File: src/rtl/restoring_divider.sv
// Sequential unsigned restoring divider: one shift-and-trial-subtract step per clock,
// start/busy/done handshake, divide-by-zero flagged and answered in a single cycle.
module restoring_divider #(
  parameter int WIDTH = 4
) (
  input  logic             clk,
  input  logic             rst,
  input  logic             start,
  input  logic [WIDTH-1:0] dividend,
  input  logic [WIDTH-1:0] divisor,
  output logic             busy,
  output logic             done,
  output logic [WIDTH-1:0] quotient,
  output logic [WIDTH-1:0] remainder,
  output logic             div_by_zero
);

  localparam int CW = $clog2(WIDTH + 1);

  typedef enum logic [1:0] {
    S_IDLE,
    S_RUN,
    S_DONE
  } state_t;

  state_t           r_state;
  state_t           w_state_nxt;

  logic [WIDTH-1:0] r_rem;
  logic [WIDTH-1:0] r_quo;
  logic [WIDTH-1:0] r_div;
  logic [CW-1:0]    r_count;
  logic [WIDTH-1:0] r_quotient;
  logic [WIDTH-1:0] r_remainder;
  logic             r_div_by_zero;

  logic             w_accept;
  logic             w_zero_div;
  logic             w_last_step;
  logic [WIDTH:0]   w_rem_shifted;
  logic [WIDTH:0]   w_trial;
  logic [WIDTH-1:0] w_rem_nxt;
  logic [WIDTH-1:0] w_quo_nxt;

  assign w_accept    = (r_state == S_IDLE) && start;
  assign w_zero_div  = (divisor == '0);
  assign w_last_step = (r_count == CW'(1));

  // The partial remainder is always below the divisor, so after the shift it fits in
  // WIDTH+1 bits and a set MSB of the trial difference means "would go negative".
  assign w_rem_shifted = {r_rem, r_quo[WIDTH-1]};
  assign w_trial       = w_rem_shifted - {1'b0, r_div};
  assign w_rem_nxt     = w_trial[WIDTH] ? w_rem_shifted[WIDTH-1:0] : w_trial[WIDTH-1:0];
  assign w_quo_nxt     = {r_quo[WIDTH-2:0], ~w_trial[WIDTH]};

  // NOTE: sequential state uses non-blocking assignments so every register samples
  // the pre-edge values, independent of the order the statements are written in.
  always_ff @(posedge clk or negedge rst) begin
    if (!rst) begin
      r_state <= S_IDLE;
    end else begin
      r_state <= w_state_nxt;
    end
  end

  // NOTE: the next state gets a default before the case so no path leaves it
  // unassigned; an unassigned path in always_comb would infer a latch.
  always_comb begin
    w_state_nxt = r_state;
    case (r_state)
      S_IDLE: begin
        if (start) begin
          w_state_nxt = w_zero_div ? S_DONE : S_RUN;
        end
      end
      S_RUN: begin
        if (w_last_step) begin
          w_state_nxt = S_DONE;
        end
      end
      S_DONE:  w_state_nxt = S_IDLE;
      default: w_state_nxt = S_IDLE;
    endcase
  end

  // NOTE: the working registers are reset too, not just the visible outputs, so an
  // aborted division leaves no stale operands behind and simulation never sees X.
  always_ff @(posedge clk or negedge rst) begin
    if (!rst) begin
      r_rem         <= '0;
      r_quo         <= '0;
      r_div         <= '0;
      r_count       <= '0;
      r_quotient    <= '0;
      r_remainder   <= '0;
      r_div_by_zero <= 1'b0;
    end else begin
      if (w_accept) begin
        if (w_zero_div) begin
          r_quotient    <= '1;
          r_remainder   <= dividend;
          r_div_by_zero <= 1'b1;
        end else begin
          r_rem         <= '0;
          r_quo         <= dividend;
          r_div         <= divisor;
          r_count       <= CW'(WIDTH);
          r_div_by_zero <= 1'b0;
        end
      end else if (r_state == S_RUN) begin
        r_rem   <= w_rem_nxt;
        r_quo   <= w_quo_nxt;
        r_count <= r_count - CW'(1);
        // Results are published only on the step that enters DONE.
        if (w_last_step) begin
          r_quotient  <= w_quo_nxt;
          r_remainder <= w_rem_nxt;
        end
      end
    end
  end

  assign busy        = (r_state != S_IDLE);
  assign done        = (r_state == S_DONE);
  assign quotient    = r_quotient;
  assign remainder   = r_remainder;
  assign div_by_zero = r_div_by_zero;

endmodule
File: config.mk
export PLATFORM = sky130hd
export DESIGN_NAME = restoring_divider
export DESIGN_NICKNAME = d
export VERILOG_FILES = /design/src/rtl/restoring_divider.sv
export SDC_FILE = /design/constraint.sdc
export NUM_CORES = 1
export LEC_CHECK = 0
export ABC_AREA = 1
export BUFFER_PORTS_ARGS = -buffer_cell sky130_fd_sc_hd__buf_2
export CORE_UTILIZATION = 40
export CTS_BUF_LIST = sky130_fd_sc_hd__clkbuf_8 sky130_fd_sc_hd__clkbuf_16
export CTS_CLUSTER_DIAMETER = 120
export DETAILED_ROUTE_END_ITERATION = 6
export GPL_TIMING_DRIVEN = 0
export PLACE_DENSITY_LB_ADDON = 0.25
export SYNTH_ARGS = -nofsm -noshare
export SYNTH_HDL_FRONTEND = slang
export SYNTH_SLANG_ARGS = --single-unit
File: constraint.sdc
create_clock -name clk -period 2.65 [get_ports clk]
set_clock_uncertainty 0.2 [all_clocks]
set_input_delay 0.265 -clock clk [delete_from_list [all_inputs] [get_ports clk]]
set_output_delay 0.265 -clock clk [all_outputs]
set_load 0.02 [all_outputs]
**After elaboration in Yosys (flattened, before gate mapping)**

Index checks and enable logic that the tools add are counted.

- Input port bits: 11
- Output and inout port bits: 11
- Logic and storage cells: 52
- Register bits after elaboration: 26

- Multiplexer cells: 23
- Add/sub/neg operators: 2
- Equal/unequal tests: 7
- Bitwise gates (word level): 2
- Reduce and logical (&&, ||, !) cells: 10

Operators with widths:

| operator | number |
|---|---|
| $mux W4 | 15 |
| $mux W3 | 3 |
| $mux W2 | 3 |
| $ne A2 B2 Y1 const B | 3 |
| $reduce_and A2 Y1 | 3 |
| $reduce_bool A2 Y1 | 3 |
| $sub A5 B4 Y5 | 1 |
| $logic_not A4 Y1 | 1 |
| $pmux W2 S2 | 1 |
| $eq A3 B1 Y1 const B | 1 |
| $reduce_and A3 Y1 | 1 |
| $sub A3 B1 Y3 const B | 1 |
| $eq A2 B1 Y1 const B | 1 |
| $eq A2 B2 Y1 const B | 1 |
| $logic_not A2 Y1 | 1 |
| $ne A2 B1 Y1 const B | 1 |
| $not A1 Y1 | 2 |
| $logic_and A1 B1 Y1 | 1 |
| $mux W1 | 1 |

**Longest topological paths before layout**

Gate-level depths: netlist of the first run.

- Depth after elaboration: 5
- Depth in mapped cells: 12
- Gate-level depth less buffers: 12

**Worst setup path before layout of the first run**

No wires, ideal clock.

- Path type: register to register
- Start point: register r_quo[3]
- End point: register r_remainder[3] (netlist: remainder[3])
- Data required time: 2337 ps
- Cell stages (with the launch flop): 12
- Setup slack: 794 ps
- Setup time: 113 ps
- Clock period less this slack: 1856 ps
- Arrival: 1543 ps
- Buffers on the path: 0
- Path through: dfrtp_1 -> inv_1 -> ha_1 -> fa_1 -> inv_1 -> nand3_1 -> nand3_1 -> nand2_1 -> nand3_1 -> nand3_1 -> nand2_1 -> inv_1

- Word-level cells in the longest chain between the ends: 5

Ends and longest elaborated chain:

| what | RTL line | text |
|---|---|---|
| from (decl) | 30 | `logic [WIDTH-1:0] r_quo;` |
| from (signal assigned) | 105 | `r_quo <= dividend;` |
| from (signal assigned) | 112 | `r_quo <= w_quo_nxt;` |
| $sub A5 B4 Y5 | 52 | `assign w_trial = w_rem_shifted - {1'b0, r_div};` |
| $mux W4 | 53 | `assign w_rem_nxt = w_trial[WIDTH] ? w_rem_shifted[WIDTH-1:0] : w_trial[WIDTH-1:0];` |
| $mux W4 | 115 | `if (w_last_step) begin` |
| $mux W4 | 110 | `end else if (r_state == S_RUN) begin` |
| $mux W4 | 98 | `if (w_accept) begin` |
| to (signal assigned) | 101 | `r_remainder <= dividend;` |
| to (signal assigned) | 117 | `r_remainder <= w_rem_nxt;` |
| to (decl) | 34 | `logic [WIDTH-1:0] r_remainder;` |

Every way passes these cells. The select of a mux whose other input is x is not followed.
A chain may end at the register's enable or synchronous reset.

**Final worst setup path of the first run**

Same ends and word-level chain as after synthesis.

==> results of run 1 <==
==> area by class of cell <==
type | instances | area, µm² | area share, %
Inverter | 34 | 130.1 | 7.575
Buffer | 4 | 35.03 | 2.039
Timing Repair Buffer | 22 | 115.1 | 6.701
Multi-Input combinational cell | 125 | 658.1 | 38.31
Tap cell | 46 | 57.56 | 3.350
Clock inverter | 1 | 30.03 | 1.748
Sequential cell | 26 | 650.6 | 37.87
Clock buffer | 3 | 41.29 | 2.403
==> cells by family (layout without fill, tap and decap cells) <==
| kind of cell | after synthesis | count (layout) | share of synthesized area (%) |
|---|---|---|---|
| flip-flops | 26 | 26 | 44.14 |
| XOR/XNOR | 1 | 1 | 0.5943 |
| AND/OR/NAND/NOR | 96 | 96 | 30.31 |
| buffers and inverters | 38 | 64 | 11.21 |
| AO/OA/AOI/OAI | 21 | 21 | 7.301 |
| adder cells (fa/ha/maj) | 7 | 7 | 6.452 |
==> power breakdown <==
group	total [W]	internal [W]	switching [W]	leakage (nW)
Combinational	0.00134	0.000489	0.000851	0.594
Clock	0.000325	0.000202	0.000123	0.0357
Sequential	0.000699	0.000591	0.000107	0.317
==> cell usage after synthesis (all sizes together) <==
master	n
a21oi	4
a31oi	1
buf	4
dfrtp	26
fa	1
ha	6
inv	34
nand2	48
nand3	21
nor2	23
o21ai	15
o22ai	1
or2	4
xnor2	1
==> state kept, by name (all words and copies together) (netlist names) <==
name,flops
div_by_zero,1
quotient,4
r_count,3
r_div,4
r_quo,4
r_rem,4
r_state,2
remainder,4
==> critical path, cell delays in order, from the launching register on <==
cell,delay (ns)
dfrtp_1,0.35
inv_1,0.05
ha_1,0.21
fa_1,0.41
inv_1,0.09
nand2_1,0.05
nand2_1,0.07
nand3_1,0.07
nand2_1,0.19
nand3_1,0.13
nand3_1,0.11
nand2_1,0.05
inv_1,0.04
==> per-layer routing <==
layer | routed length, µm | GRT usage [%] | share of wire, %
met4 | 14 | 2.616 | 0.50
met3 | 93 | 3.285 | 3.3
met1 | 1516 | 22.31 | 54
met5 | 0 | 0 | 0
met2 | 1177 | 25.95 | 42
==> placed cells by master, fill, tap and decap left out <==
cell type	synthesis	final
nand3_4	1	1
inv_1	30	30
a31oi_1	1	1
bufinv_16	0	1
clkbuf_8	0	3
nand3_1	20	20
dfrtp_1	26	26
nand2_2	1	1
dlygate4sd3_1	0	1
or2_0	2	2
buf_2	1	22
ha_1	6	6
buf_6	2	2
a21oi_1	4	4
nor2_1	18	18
nand2_4	3	3
nand2_1	44	44
or2_1	2	2
nor2_2	5	5
inv_2	3	3
fa_1	1	1
o21ai_1	2	2
o21ai_0	13	13
o22ai_1	1	1
xnor2_1	1	1
buf_4	1	1
inv_4	1	1
==> metrics by stage <==
stage               cells  utilization [%]  power, W  cell area, µm²  hold WS (ns)
CTS                   261            49.91  0.002384            1718      0.006625
floorplan             189                -  0.001733            1474       -0.2306
finish                261            49.91  0.002364            1718       0.01853
global placement      256            47.55  0.002025            1637        0.1024
global route          261            49.91  0.002637            1718       0.01726
detailed placement    256            47.55  0.002048            1637        0.1037
==> how the worst max path moves through the flow <==
stage                              end  slack [ns]  cells after the start
after floorplan           remainder[3]        0.79                     11
after global placement    remainder[3]        0.62                     12
after detailed placement  remainder[3]        0.60                     11
after CTS                 remainder[3]        0.58                     12
after global routing      remainder[3]        0.33                     12
final                     remainder[3]        0.59                     12
==> repair_timing <==
item / CTS / global route
hold endpoints to repair: 26 / 0
hold buffers: 1 / 0
setup endpoints to repair: 0 / 0
==> results.json, run 1 <==
{
  "p_per_area_nw_per_um2": 1376,
  "yosys-top-cells-area": "dfrtp_1 44%, nand2_1 11%, inv_1 7.6%",
  "finalSetupViolCount": 0,
  "viasPerCell": 4.598,
  "first_global_vias": 1145,
  "hold_viol": 0,
  "rsz0062_at_grt": "no",
  "drc_errors": 0,
  "maxSlewViolCount": 0,
  "io_buffers": 21,
  "ys_warn_count": 0,
  "clk_path_buf_depth": 2,
  "arrival_ns": 2.08,
  "cp-start-kind": "flop",
  "firstDrtPassIters": 4,
  "cts_root_buf": "clkbuf_8",
  "crit_type": "flop to flop",
  "overflow": 0,
  "hp-start": "divisor[0]",
  "io_pins": 22,
  "power_leakage_nw": 0.9475,
  "cts.repair.resized": 0,
  "grt_pass1_wl_um": 5030,
  "grt_max_degree": 27,
  "finalCritPeriodShare_pct": 77.88,
  "syn_nets": 207,
  "fin_crit_ns": 2.064,
  "syn_area_um2": 1474,
  "holdPathStages": 3,
  "rows": 21,
  "crit_fanout": 5,
  "cts_tree": "done",
  "syn_to_final_growth_pct": 16.55,
  "fin_ws_ns": 0.5863,
  "drive_gt1_share_pct": 20.00,
  "hpwl_um": 2141,
  "fmax_mhz": 484.6,
  "synth_top_cell_by_area": "dfrtp_1",
  "cts_num_sinks": 26,
  "core-area_um2": 3442,
  "r2r-start": "r_quo[3]",
  "ys_seq_elements": 26,
  "antenna_found_initial": 0,
  "place_ws_ns": 0.6031,
  "synth_top_area_share_pct": 44.14,
  "tightest_slew_ns": 0.5914,
  "post_cts_buffers": 0,
  "fill_cells": 361,
  "dieArea_um2": 3931,
  "grt_usage_pct": 16.02,
  "antenna_cells": 0,
  "end_kind": "flop",
  "detail-route-antenna-nets": 0,
  "cts_inserted_buffers": 3,
  "drt-initial-drc-count": 41,
  "seq_area_frac_synth_pct": 44.14,
  "num_vias": 1200,
  "netlist_instances": 189,
  "reg2reg_to": "remainder[3]",
  "avgSynthCellArea_um2": 7.798,
  "status": "finished clean",
  "min_to": "r_div[0]",
  "die_h_um": 62.70,
  "cap_violations": 0,
  "dieWidth_um": 62.70,
  "htree_levels": 1,
  "start_util_pct": 42.82,
  "r2r_slack_ns": 0.59,
  "slew_headroom_pct": 60.57,
  "clock_latency_ns": 0.27,
  "hp-class": "input port to flop",
  "startpoint": "r_quo[3]",
  "clkSlewWorstSetupHoldPaths_ns": 0.09,
  "wl_per_cell_um": 10.74,
  "ir_drop_uv": 586.3,
  "final.setup.tns_ns": 0,
  "place_congestion": 0.7549,
  "routed_wl_um": 2802,
  "crit_required_ns": 2.67,
  "nNetsFinal": 234,
  "reg2regPathDepth": 12,
  "ys_types": 24
}
Power figures use the tool's default switching activity.
==> run 2, diff against run 1 <==
==> constraint.sdc (replaced) <==
create_clock -name clk -period 1.9 [get_ports clk]
set_clock_uncertainty 0.2 [all_clocks]
set_input_delay 0.19 -clock clk [delete_from_list [all_inputs] [get_ports clk]]
set_output_delay 0.19 -clock clk [all_outputs]
set_load 0.02 [all_outputs]
==> run 2 against run 1 <==
- sequential power up 41%
- register-to-register slack worse by 0.59 ns
- the flow now finishes with violations (negative setup slack)
- setup slack got worse by 0.59 ns
- maximum frequency is 8.4% higher
- critical path depth fell by 3
- count of clock-buffer cells in the layout stayed put
- total power is 56% higher
- non-clock buffer count rose by 9
- combinational power rose by 67%
- global-route usage is 0.51 points higher
- clock power is 42% higher
==> results.json, run 2 (same netlist as run 1, synthesis figures left out) <==
{
  "cp-start-kind": "flop",
  "maxSlewViolCount": 0,
  "cts_root_buf": "clkbuf_8",
  "die_h_um": 62.70,
  "finalCritPeriodShare_pct": 100.2,
  "cts_num_sinks": 26,
  "post-place-cells": 256,
  "wl_per_cell_um": 11.27,
  "grt_usage_pct": 16.53,
  "crit_type": "flop to flop",
  "critPathSlowestCell": "dfrtp_1",
  "hold_viol": 0,
  "power_leakage_nw": 1.009,
  "routed_wl_um": 3044,
  "nNetsFinal": 243,
  "final_cells": 270,
  "overflow": 0,
  "drive_gt1_share_pct": 31.70,
  "end_kind": "flop",
  "max_stage_delay_ns": 0.39,
  "ir_drop_uv": 824.3,
  "clkSlewWorstSetupHoldPaths_ns": 0.10,
  "final_cell_mix": "41 x nand2_1, 28 x inv_1, 26 x dfrtp_1",
  "hpwl_um": 2141,
  "syn_to_final_growth_pct": 29.46,
  "final_common_cell": "nand2_1",
  "detail-route-antenna-nets": 0,
  "first_global_vias": 1208,
  "hp-class": "input port to flop",
  "failed_checks": "negative setup slack",
  "status": "finished with violations",
  "p_per_area_nw_per_um2": 1934,
  "rows": 21,
  "cts_tree": "done",
  "drc_errors": 0,
  "cpLargestDelayFamily": "adder cells",
  "antenna_cells": 0,
  "final.setup.tns_ns": -0.007296,
  "cp_num_buf_inv": 3,
  "cap_violations": 0,
  "dieArea_um2": 3931,
  "fin_crit_ns": 1.904,
  "io_pins": 22,
  "firstDrtPassIters": 4,
  "cp_common_cell": "inv_2",
  "fill_cells": 333,
  "num_vias": 1250,
  "multi_input_area_um2": 770.7,
  "arrival_ns": 1.90,
  "io_buffers": 21,
  "antenna_found_initial": 0,
  "fin_ws_ns": -0.003680,
  "drt-initial-drc-count": 42,
  "finalSetupViolCount": 2,
  "core-area_um2": 3442,
  "grt_max_degree": 27,
  "place_congestion": 0.7549,
  "viasPerCell": 4.630,
  "htree_levels": 1,
  "rsz0062_at_grt": "yes",
  "regArea_um2": 650.6,
  "clk_path_buf_depth": 2,
  "fmax_mhz": 525.3,
  "crit_fanout": 5,
  "cts_inserted_buffers": 3,
  "crit_required_ns": 1.90,
  "clock_latency_ns": 0.27,
  "crit_chain": "inv_2 -> ha_4 -> fa_2 -> inv_2 -> nand3_1 -> nand3_2 -> nand2_4 -> buf_4 -> a31oi_1",
  "dieWidth_um": 62.70,
  "slew_headroom_pct": 61.69,
  "start_util_pct": 42.82,
  "grt_pass1_wl_um": 5175,
  "final_core_util_pct": 55.43,
  "tightest_slew_ns": 0.5747
}
## run 2: cell type report
| cell class | instances | share of cell area (%) |
|---|---|---|
| Multi-Input combinational cell | 125 | 40.39 |
| Sequential cell | 26 | 34.10 |
| Timing Repair Buffer | 31 | 10.10 |
| Inverter | 34 | 6.820 |
| Tap cell | 46 | 3.016 |
| Clock buffer | 3 | 2.164 |
| Buffer | 4 | 1.836 |
| Clock inverter | 1 | 1.574 |
## run 2: where the power goes
part / internal (W) / switching [W] / total [W]
Clock: 0.000282 / 0.000180 / 0.000462
Combinational: 0.000861 / 0.00138 / 0.00224
Sequential: 0.000825 / 0.000165 / 0.000989
Total: 0.00197 / 0.00172 / 0.00369
## run 2: timing repair
item / 4_1_cts / 5_1_grt
hold buffers: 5 / 0
pin swaps: 1 / 5
endpoints found under the setup margin: 10 / 10
setup buffers: 3 / 2
hold endpoints to repair: 30 / 0
gates resized for setup: 6 / 20
## run 2: final timing paths
kind	slack, ns	from	depth (start not counted)	to
max	-0.004	r_quo[3]	9	quotient[0]
min	0.12	dividend[1]	5	r_quo[1]
max reg2reg	-0.004	r_quo[3]	9	quotient[0]
min reg2reg	0.28	quotient[2]	2	quotient[2]
max in group asynchronous	0.88	rst	2	div_by_zero
min in group asynchronous	0.24	rst	2	quotient[3]
## run 2: through the flow
step / setup WS, ns / power [W] / cell area (µm²) / hold slack [ns]
after floorplan: 0.04398 / 0.002417 / 1474 / -0.3056
after global placement: -0.1332 / 0.002824 / 1637 / 0.02744
after detailed placement: -0.1469 / 0.002857 / 1637 / 0.02875
after CTS: -0.002994 / 0.003441 / 1800 / 0.1218
after global routing: -0.1391 / 0.004075 / 1908 / 0.1420
final: -0.003680 / 0.003690 / 1908 / 0.1224
## run 2: worst register-to-register path: cells and delay by family, from the launching register on
kind                     cells  cell delay (ns)
AO/OA/AOI/OAI                1             0.14
adder cells (fa/ha/maj)      2             0.51
buffers and inverters        3             0.27
flip-flops                   1             0.39
AND/OR/NAND/NOR              3             0.33
## run 2: metal layers
| metal | wire length (µm) | vias to the layer above | global-route usage (%) | share of wire (%) |
|---|---|---|---|---|
| met1 | 1524 | 571 | 22.31 | 50 |
| li1 | - | 654 | - | - |
| met3 | 91 | 2 | 3.285 | 3.0 |
| met5 | 0 | - | 0 | 0 |
| met2 | 1414 | 23 | 27.17 | 46 |
| met4 | 13 | 0 | 3.779 | 0.43 |
==> run 3, diff against run 2 <==
==> constraint.sdc (replaced) <==
create_clock -name clk -period 2.2 [get_ports clk]
set_clock_uncertainty 0.2 [all_clocks]
set_input_delay 0.22 -clock clk [delete_from_list [all_inputs] [get_ports clk]]
set_output_delay 0.22 -clock clk [all_outputs]
set_load 0.02 [all_outputs]
==> run 3 against run 2 <==
- the run now ends clean
- first-iteration DRC count grew 24%
- highest routed layer unchanged
- sequential power shrank 15%
- final cell count shrank 2.6%
- sequential share of layout area grew 3.2 points
- global-route usage shrank 0.31 points
- sequential cell count is the same
- utilization shrank 4.7 points
- non-clock buffer count shrank 7
- setup slack gained 0.26 ns
- critical path depth grew 3
==> results.json, run 3 (same netlist as run 1, synthesis figures left out) <==
{
  "cts_tree": "done",
  "max_stage_delay_ns": 0.36,
  "power_leakage_nw": 0.9548,
  "crit_chain": "inv_1 -> ha_1 -> fa_2 -> inv_1 -> nand2_1 -> nand2_1 -> nand3_1 -> nand2_2 -> nand3_1 -> nand3_1 -> nand2_1 -> inv_1",
  "die_h_um": 62.70,
  "num_vias": 1211,
  "final_cell_mix": "42 x nand2_1, 30 x inv_1, 26 x dfrtp_1",
  "place_congestion": 0.7549,
  "maxSlewViolCount": 0,
  "fin_ws_ns": 0.2555,
  "final_cells": 263,
  "post_cts_buffers": 0,
  "syn_to_final_growth_pct": 18.42,
  "drive_gt1_share_pct": 21.20,
  "dieWidth_um": 62.70,
  "end_kind": "flop",
  "viasPerCell": 4.605,
  "startpoint": "r_quo[3]",
  "hp-class": "input port to flop",
  "grt_pass1_wl_um": 5092,
  "start_util_pct": 42.82,
  "finalCritPeriodShare_pct": 88.39,
  "antenna_cells": 0,
  "status": "finished clean",
  "io_pins": 22,
  "fill_cells": 355,
  "critPathSlowestCell": "fa_2",
  "cts_inserted_buffers": 3,
  "finalSetupViolCount": 0,
  "grt_usage_pct": 16.22,
  "core-area_um2": 3442,
  "crit_type": "flop to flop",
  "use_met1_pct": 22.31,
  "io_buffers": 21,
  "htree_levels": 1,
  "p_per_area_nw_per_um2": 1644,
  "cp-start-kind": "flop",
  "post-place-cells": 256,
  "cts_root_buf": "clkbuf_8",
  "nNetsFinal": 236,
  "routed_wl_um": 2826,
  "fmax_mhz": 514.3,
  "crit_fanout": 5,
  "clk_path_buf_depth": 2,
  "clkSlewWorstSetupHoldPaths_ns": 0.09,
  "first_global_vias": 1168,
  "hold_viol": 0,
  "grt_max_degree": 27,
  "clock_latency_ns": 0.27,
  "gr-usage-met3_pct": 3.285,
  "drt-initial-drc-count": 52,
  "r2r-start": "r_quo[3]",
  "tightest_slew_ns": 0.5914,
  "final_common_cell": "nand2_1",
  "cts_num_sinks": 26,
  "wl_per_cell_um": 10.75,
  "antenna_found_initial": 0,
  "final.setup.tns_ns": 0,
  "crit_required_ns": 2.22,
  "top_usage_layer": "met2",
  "overflow": 0,
  "slew_headroom_pct": 60.57,
  "detail-route-antenna-nets": 0,
  "ir_drop_uv": 706.2,
  "place_ws_ns": 0.1531,
  "arrival_ns": 1.96,
  "hp-start": "divisor[2]",
  "dieArea_um2": 3931,
  "drc_errors": 0,
  "hpwl_um": 2141,
  "rows": 21,
  "cap_violations": 0,
  "firstDrtPassIters": 4,
  "rsz0062_at_grt": "no",
  "fin_crit_ns": 1.944,
  "grtUsageMet2_pct": 26.63
}
run 3: worst max-delay path: cells and delay by family, from the launching register on:
kind | cells | cell delay [ns]
adder cells (fa/ha/maj) | 2 | 0.58
buffers and inverters | 3 | 0.17
flip-flops | 1 | 0.35
AND/OR/NAND/NOR | 7 | 0.60
run 3: layer usage:
layer  share of wire, %  routed length (µm)
met5                  0                   0
met4               0.50                  14
met3                3.2                  90
met2                 43                1209
met1                 54                1512
run 3: path summary, 6_finish.rpt:
kind | to | cells after the start | slack (ns)
setup / recovery | remainder[2] | 12 | 0.26
hold / removal | r_div[2] | 3 | 0.02
setup reg to reg | remainder[2] | 12 | 0.26
hold reg to reg | r_div[0] | 2 | 0.29
max in group asynchronous | div_by_zero | 2 | 1.13
min in group asynchronous | quotient[3] | 2 | 0.27
run 3: repair_timing:
item | 4_1_cts | 5_1_grt
gates resized for setup | 0 | 3
endpoints found under the setup margin | 0 | 8
hold endpoints to repair | 28 | 0
hold buffers | 3 | 0
run 3: stage by stage:
step / hold slack [ns] / power [W] / area (µm²) / util (%)
3_3_place_gp: 0.05744 / 0.002439 / 1637 / 47.55
3_5_place_dp: 0.05875 / 0.002467 / 1637 / 47.55
2_1_floorplan: -0.2756 / 0.002088 / 1474 / -
5_1_grt: 0.03711 / 0.003203 / 1745 / 50.71
6_report: 0.02352 / 0.002870 / 1745 / 50.71
4_1_cts: 0.01293 / 0.002874 / 1738 / 50.49
run 3: report_power, final:
group	switching [W]	total, W	internal (W)
clock network	0.000149	0.000392	0.000243
logic	0.00103	0.00164	0.000602
registers	0.000130	0.000842	0.000712
run 3: area by class of cell:
class                           count  area [µm²]  share of cell area [%]
Clock inverter                      1       30.03                   1.720
Inverter                           34       130.1                   7.455
Timing Repair Buffer               24       135.1                   7.742
Buffer                              4       35.03                   2.007
Sequential cell                    26       650.6                   37.28
Multi-Input combinational cell    125       665.6                   38.14
Clock buffer                        3       41.29                   2.366
Tap cell                           46       57.56                   3.297
